[config.mk]
export PLATFORM = sky130hd
export DESIGN_NAME = dm_access_arbiter
export DESIGN_NICKNAME = d
export VERILOG_FILES = /design/src/rtl/dm_access_arbiter.sv
export SDC_FILE = /design/constraint.sdc
export NUM_CORES = 1
export LEC_CHECK = 0
export CORE_AREA = 3 3 142 144
export CTS_CLUSTER_DIAMETER = 60
export DETAILED_ROUTE_END_ITERATION = 16
export DIE_AREA = 0 0 145 147
export GPL_ROUTABILITY_DRIVEN = 0
export MAX_ROUTING_LAYER = met4
export PLACE_DENSITY = 0.81
export SLEW_MARGIN = 5
export SYNTH_ARGS = -nofsm -noshare
export SYNTH_HDL_FRONTEND = slang
export SYNTH_SLANG_ARGS = --single-unit
[constraint.sdc]
create_clock -name clk -period 2.5 [get_ports clk]
set_clock_uncertainty 0.05 [all_clocks]
set_input_delay 0.5 -clock clk [delete_from_list [all_inputs] [get_ports clk]]
set_output_delay 0.5 -clock clk [all_outputs]
set_load 0.01 [all_outputs]
[src/rtl/dm_access_arbiter.sv]
// dm_access_arbiter: shares one data-memory port between the CPU load/store unit and a DMA port,
// with alignment checking, byte-lane steering and a fixed-latency access sequencer.
module dm_access_arbiter #(
    parameter int MEM_LAT        = 1,
    parameter int CPU_STREAK_MAX = 4
) (
    input  logic        clk,
    input  logic        reset,
    input  logic        cpu_req_valid,
    output logic        cpu_req_ready,
    input  logic        cpu_we,
    input  logic [31:0] cpu_addr,
    input  logic [31:0] cpu_wdata,
    input  logic [2:0]  cpu_size,
    output logic        cpu_resp_valid,
    output logic [31:0] cpu_rdata,
    output logic        cpu_resp_err,
    input  logic        dma_req_valid,
    output logic        dma_req_ready,
    input  logic        dma_we,
    input  logic [31:0] dma_addr,
    input  logic [31:0] dma_wdata,
    input  logic [2:0]  dma_size,
    output logic        dma_resp_valid,
    output logic [31:0] dma_rdata,
    output logic        dma_resp_err,
    output logic        mem_en,
    output logic [3:0]  mem_be,
    output logic [31:0] mem_addr,
    output logic [31:0] mem_wdata,
    input  logic [31:0] mem_rdata,
    output logic [2:0]  rd_type,
    output logic [1:0]  rd_addr_low
);
    typedef enum logic [1:0] {IDLE, ACCESS, RESP} state_t;
    localparam logic [7:0] SMAX = 8'(CPU_STREAK_MAX);
    localparam logic [2:0] LAST = 3'(MEM_LAT - 1);
    state_t      state;
    logic [7:0]  streak;
    logic [2:0]  cnt;
    logic        owner;
    logic        we_q;
    logic [2:0]  size_q;
    logic [1:0]  low_q;
    logic        dma_win;
    logic        cpu_win;
    logic        s_we;
    logic [31:0] s_addr;
    logic [31:0] s_wdata;
    logic [2:0]  s_size;
    logic        is_half;
    logic        legal;
    logic [3:0]  be;
    logic [31:0] lanes;
    logic [31:0] rd_word;
    always_comb begin
        dma_win = dma_req_valid && (!cpu_req_valid || streak == SMAX);
        cpu_win = cpu_req_valid && !dma_win;
        s_we    = dma_win ? dma_we    : cpu_we;
        s_addr  = dma_win ? dma_addr  : cpu_addr;
        s_wdata = dma_win ? dma_wdata : cpu_wdata;
        s_size  = dma_win ? dma_size  : cpu_size;
        is_half = s_size == 3'd3 || s_size == 3'd4;
        legal   = s_size == 3'd0 ? s_addr[1:0] == 2'b00 : is_half ? !s_addr[0] : s_size <= 3'd2;
        be      = s_size == 3'd0 ? 4'hf : is_half ? 4'h3 << s_addr[1:0] : 4'h1 << s_addr[1:0];
        lanes   = s_size == 3'd0 ? s_wdata : is_half ? {2{s_wdata[15:0]}} : {4{s_wdata[7:0]}};
        rd_word = we_q ? 32'd0 : mem_rdata;
    end
    // Ready is masked by reset so every output reads 0 while reset is held.
    assign cpu_req_ready = reset && state == IDLE && cpu_win;
    assign dma_req_ready = reset && state == IDLE && dma_win;
    always_ff @(posedge clk or negedge reset) begin
        if (!reset) begin
            state          <= IDLE;
            streak         <= '0;
            cnt            <= '0;
            owner          <= 1'b0;
            we_q           <= 1'b0;
            size_q         <= '0;
            low_q          <= '0;
            mem_en         <= 1'b0;
            mem_be         <= '0;
            mem_addr       <= '0;
            mem_wdata      <= '0;
            cpu_resp_valid <= 1'b0;
            dma_resp_valid <= 1'b0;
            cpu_resp_err   <= 1'b0;
            dma_resp_err   <= 1'b0;
            cpu_rdata      <= '0;
            dma_rdata      <= '0;
            rd_type        <= '0;
            rd_addr_low    <= '0;
        end else begin
            if (!dma_req_valid || dma_req_ready)
                streak <= '0;
            else if (cpu_req_ready && streak != SMAX)
                streak <= streak + 8'd1;
            mem_en         <= 1'b0;
            mem_be         <= '0;
            mem_addr       <= '0;
            mem_wdata      <= '0;
            cpu_resp_valid <= 1'b0;
            dma_resp_valid <= 1'b0;
            cpu_resp_err   <= 1'b0;
            dma_resp_err   <= 1'b0;
            cpu_rdata      <= '0;
            dma_rdata      <= '0;
            case (state)
                IDLE: if (cpu_win || dma_win) begin
                    owner  <= dma_win;
                    we_q   <= s_we;
                    size_q <= s_size;
                    low_q  <= s_addr[1:0];
                    cnt    <= '0;
                    if (legal) begin
                        state     <= ACCESS;
                        mem_en    <= 1'b1;
                        mem_be    <= s_we ? be : 4'h0;
                        mem_wdata <= s_we ? lanes : 32'd0;
                        mem_addr  <= {s_addr[31:2], 2'b00};
                    end else begin
                        // Illegal requests skip the memory entirely and answer with an error.
                        state          <= RESP;
                        cpu_resp_valid <= !dma_win;
                        dma_resp_valid <= dma_win;
                        cpu_resp_err   <= !dma_win;
                        dma_resp_err   <= dma_win;
                        if (!s_we) begin
                            rd_type     <= s_size;
                            rd_addr_low <= s_addr[1:0];
                        end
                    end
                end
                ACCESS: if (cnt == LAST) begin
                    state          <= RESP;
                    cpu_resp_valid <= !owner;
                    dma_resp_valid <= owner;
                    cpu_rdata      <= owner ? 32'd0 : rd_word;
                    dma_rdata      <= owner ? rd_word : 32'd0;
                    if (!we_q) begin
                        rd_type     <= size_q;
                        rd_addr_low <= low_q;
                    end
                end else begin
                    cnt <= cnt + 3'd1;
                end
                default: state <= IDLE;
            endcase
        end
    end
endmodule

==> run metrics <==
run status complete, but fails checks; violations in the final reports setup timing; placed inst area around 11000 µm²; Placement Rows 50; Max Slew Vio Count 0; worst hold margin approximately 0.048 ns; cell at the root of the clock tree sky130_fd_sc_hd__clkbuf_16; CP most frequent cell sky130_fd_sc_hd__mux2_4; final hold vios 0; drt pass-1 iters 5; combinational group share of total power approximately 31%; largest net degree at the start of global routing slightly below 80; total power density per cell area 646 nW/µm²; fraction of synthesis flops using an asynchronous set or reset pin 100%; overall global routing resource usage around a quarter; average vias per placed instance ~5.3; part of the power in the clock network 32.2%; number of synthesized flops with an enable pin 0; input/output buffers approximately 310; first-pass GRT wire length between 30000 and 40000 µm; core box area between 15000 and 20000 µm²; biggest cell delay along the critical path between 0.4 and 0.5 ns; DRC violations left 0; design internal power roughly 5.5 mW; initial antenna violation count 0; count of buffering cells on the critical path with inverters included 2; hpwl dp around 19000 µm; synth warn 0; number of vias after detailed routing approximately 7400; signed area change from the synthesized netlist to the final layout 67.5%; post-layout worst setup margin -0.0967 ns; DRC marker count from the first detailed-route iteration ~420; worst min-delay path class input port to asynchronous set/reset pin; TritonCTS clock tree done; final setup fails 10; hold-fix buffers at CTS 0; Antenna diodes 0; largest driver fanout on the critical path 6; number of nets in the layout around 1300; most common library cell in the layout ignoring fill and taps sky130_fd_sc_hd__clkdlybuf4s50_1; Total Die Area around 21000 µm²; post-place setup slack -0.303 ns; Clock H-tree levels 4; vias in the first global route approximately 7200; sequential power share 37.3%; cell leakage power about 5.3 nW; post-layout total power between 8 and 9 mW; peak supply drop 0.478 mV; total grt overflow 0; die span in y ~150 µm; x dimension of the die ~150 µm; ys flop type sky130_fd_sc_hd__dfrtp_1; Setup CP Type flop to flop; number of distinct library cell variants in the gate-level netlist after synthesis 50; clk sinks 160; share of synthesized area occupied by flip-flops and latches between 50% and 60%; startpoint class of the critical path flop; crit end category flop; effective utilization at floorplan between 30 and 40%; leading cell types in the layout, fill and taps excluded sky130_fd_sc_hd__clkdlybuf4s50_1, sky130_fd_sc_hd__dfrtp_1, sky130_fd_sc_hd__nand2_1; Mapped Area roughly 7400 µm²; period utilization 104%; max-cap violation count 0; I/O pin count about 320; detail-routed net length per standard cell between 15 and 20 µm; Post-Route Setup TNS -0.626 ns; critical path required time 2.76 ns; Skew-Pair Late Insertion Delay 0.42 ns; Max Buffers Root-to-Sink 2; Switch Pwr about 2.6 mW; CP cell instances inv_2 > ha_4 > or4b_4 > o22a_4 > buf_8 > mux2_4 > o32a_4 > mux2_4; achievable frequency around 390 MHz; sum of routed wire length over all layers roughly 27000 µm; Clk pin slew, worst setup/hold paths roughly 0.070 ns; worst path arrival time about 2.9 ns; CP delay by family, top compound AO/OA/AOI/OAI gates; RSZ-0062 raised after global routing yes; post-detailed-route count of antenna-violating nets 0; max-slew headroom at the worst pin between 30 and 40%; per-instance average area after synthesis 9.87 µm²; Switching Fraction roughly a third; total non-filler cell area in the finished layout roughly 12000 µm²; fraction of layout instances using a drive strength above 1 19.5%; total of flip-flops plus latches after synthesis 160; total clock buffers created by CTS 17; measured slew at the worst slew-check pin 0.940 ns; critical-path cell with the highest stage delay sky130_fd_sc_hd__or4b_4; cell count after synthesis around 750; Period minus WS final around 2.6 ns
## worst paths after layout
path / to / slack [ns] / startpoint / cells after the start
setup reg to reg: rd_addr_low[0] / -0.1 / streak[1] / 8
min in group clk: cpu_resp_valid / 0.46 / owner / 1
hold reg to reg: cpu_resp_valid / 0.46 / owner / 1
setup / recovery: rd_addr_low[0] / -0.1 / streak[1] / 8
hold / removal: mem_addr[8] / 0.05 / reset / 2
max in group asynchronous: cpu_resp_err / 1.11 / reset / 3
## metal layers
| layer | vias to the layer above | wire length (µm) | share of wire [%] | track usage, % |
|---|---|---|---|---|
| li1 | 3319 | - | - | - |
| met1 | 3571 | 10400 | 38 | 29.1 |
| met2 | 421 | 13900 | 51 | 42.0 |
| met3 | 77 | 2090 | 7.6 | 4.66 |
| met4 | 0 | 858 | 3.1 | 6.32 |
| met5 | - | 0 | 0 | - |
## through the flow
stage,util (%),instances
after floorplan,-,753
after global placement,59.8,1338
after detailed placement,59.8,1338
after CTS,63.4,1374
after global routing,66.0,1385
final,66.0,1385
## registers in the layout, summed over array words and instances, names as in the netlist, 3 cells and up
name       flops
cnt            3
cpu_rdata     32
dma_rdata     32
mem_addr      30
mem_be         4
mem_wdata     32
rd_type        3
size_q         3
streak         8
## logic make-up (layout without fill, tap and decap cells)
| family | after synthesis | in the layout | share of synthesized area (%) |
|---|---|---|---|
| and+or+nand+nor | 305 | 305 | 19.3 |
| xor gates and xnor gates | 8 | 8 | 0.944 |
| buffers and inverters | 66 | 438 | 3.84 |
| adders and majority gates | 4 | 4 | 0.675 |
| other | 1 | 2 | 0.0505 |
| DFF | 160 | 160 | 54.0 |
| AOI/OAI and AO/OA | 161 | 161 | 14.0 |
| muxes | 47 | 47 | 7.27 |
## Yosys cell counts, drive strengths merged (2+ instances only)
master,n,area (µm²)
a21oi,55,275
mux2,17,214
buf,19,109
xor2,4,35.0
nand2b,38,238
nand4,2,12.5
nand2,97,364
nor2,95,357
nor2b,26,163
nor3,12,60.1
ha,4,50.1
nand3b,2,15.0
inv,8,30.0
and2,3,18.8
a221o,2,20.0
a211oi,18,135
nor3b,2,15.0
mux2i,30,325
o21ai,21,105
nand3,6,30.0
dfrtp,160,4000
nor4b,2,17.5
o22ai,31,194
o31ai,8,60.1
a22o,3,26.3
or3,10,62.6
clkbuf,39,146
a311oi,8,70.1
and3,3,18.8
o311ai,7,61.3
or2,4,25.0
xnor2,4,35.0
## worst register-to-register path: stages, from the launching register on
cell                      delay [ns]
sky130_fd_sc_hd__dfrtp_1        0.39
sky130_fd_sc_hd__inv_2          0.07
sky130_fd_sc_hd__ha_4           0.13
sky130_fd_sc_hd__or4b_4         0.46
sky130_fd_sc_hd__o22a_4         0.22
sky130_fd_sc_hd__buf_8          0.14
sky130_fd_sc_hd__mux2_4         0.31
sky130_fd_sc_hd__o32a_4         0.41
sky130_fd_sc_hd__mux2_4         0.31
## cell type report
| type | count | area [µm²] |
|---|---|---|
| fillers | 1368 | 6400 |
| flip-flops and latches | 160 | 4000 |
| repair buffers | 398 | 3950 |
| multi-input cells | 527 | 3530 |
| clock buffers | 17 | 425 |
| well taps | 260 | 325 |
| clock inverters | 15 | 160 |
| inverters | 8 | 30.0 |
## power groups by stage
stage / combinational (mW) / sequential [mW] / clock, mW
2_1_floorplan: 0.919 / 3.13 / 0
5_1_grt: 2.62 / 3.02 / 2.74
3_3_place_gp: 2.18 / 3.03 / 0
6_report: 2.45 / 2.99 / 2.58
4_1_cts: 2.26 / 2.99 / 2.61
3_5_place_dp: 2.22 / 3.04 / 0
## timing repair
action | in CTS | in global routing
pin swaps | 6 | 9
endpoints found under the hold margin | 0 | 0
cloned | 0 | 4
gates resized for setup | 21 | 81
buffers inserted | 4 | 7
setup endpoints to repair | 18 | 51
Note: power is estimated with default switching activity, not from simulation.
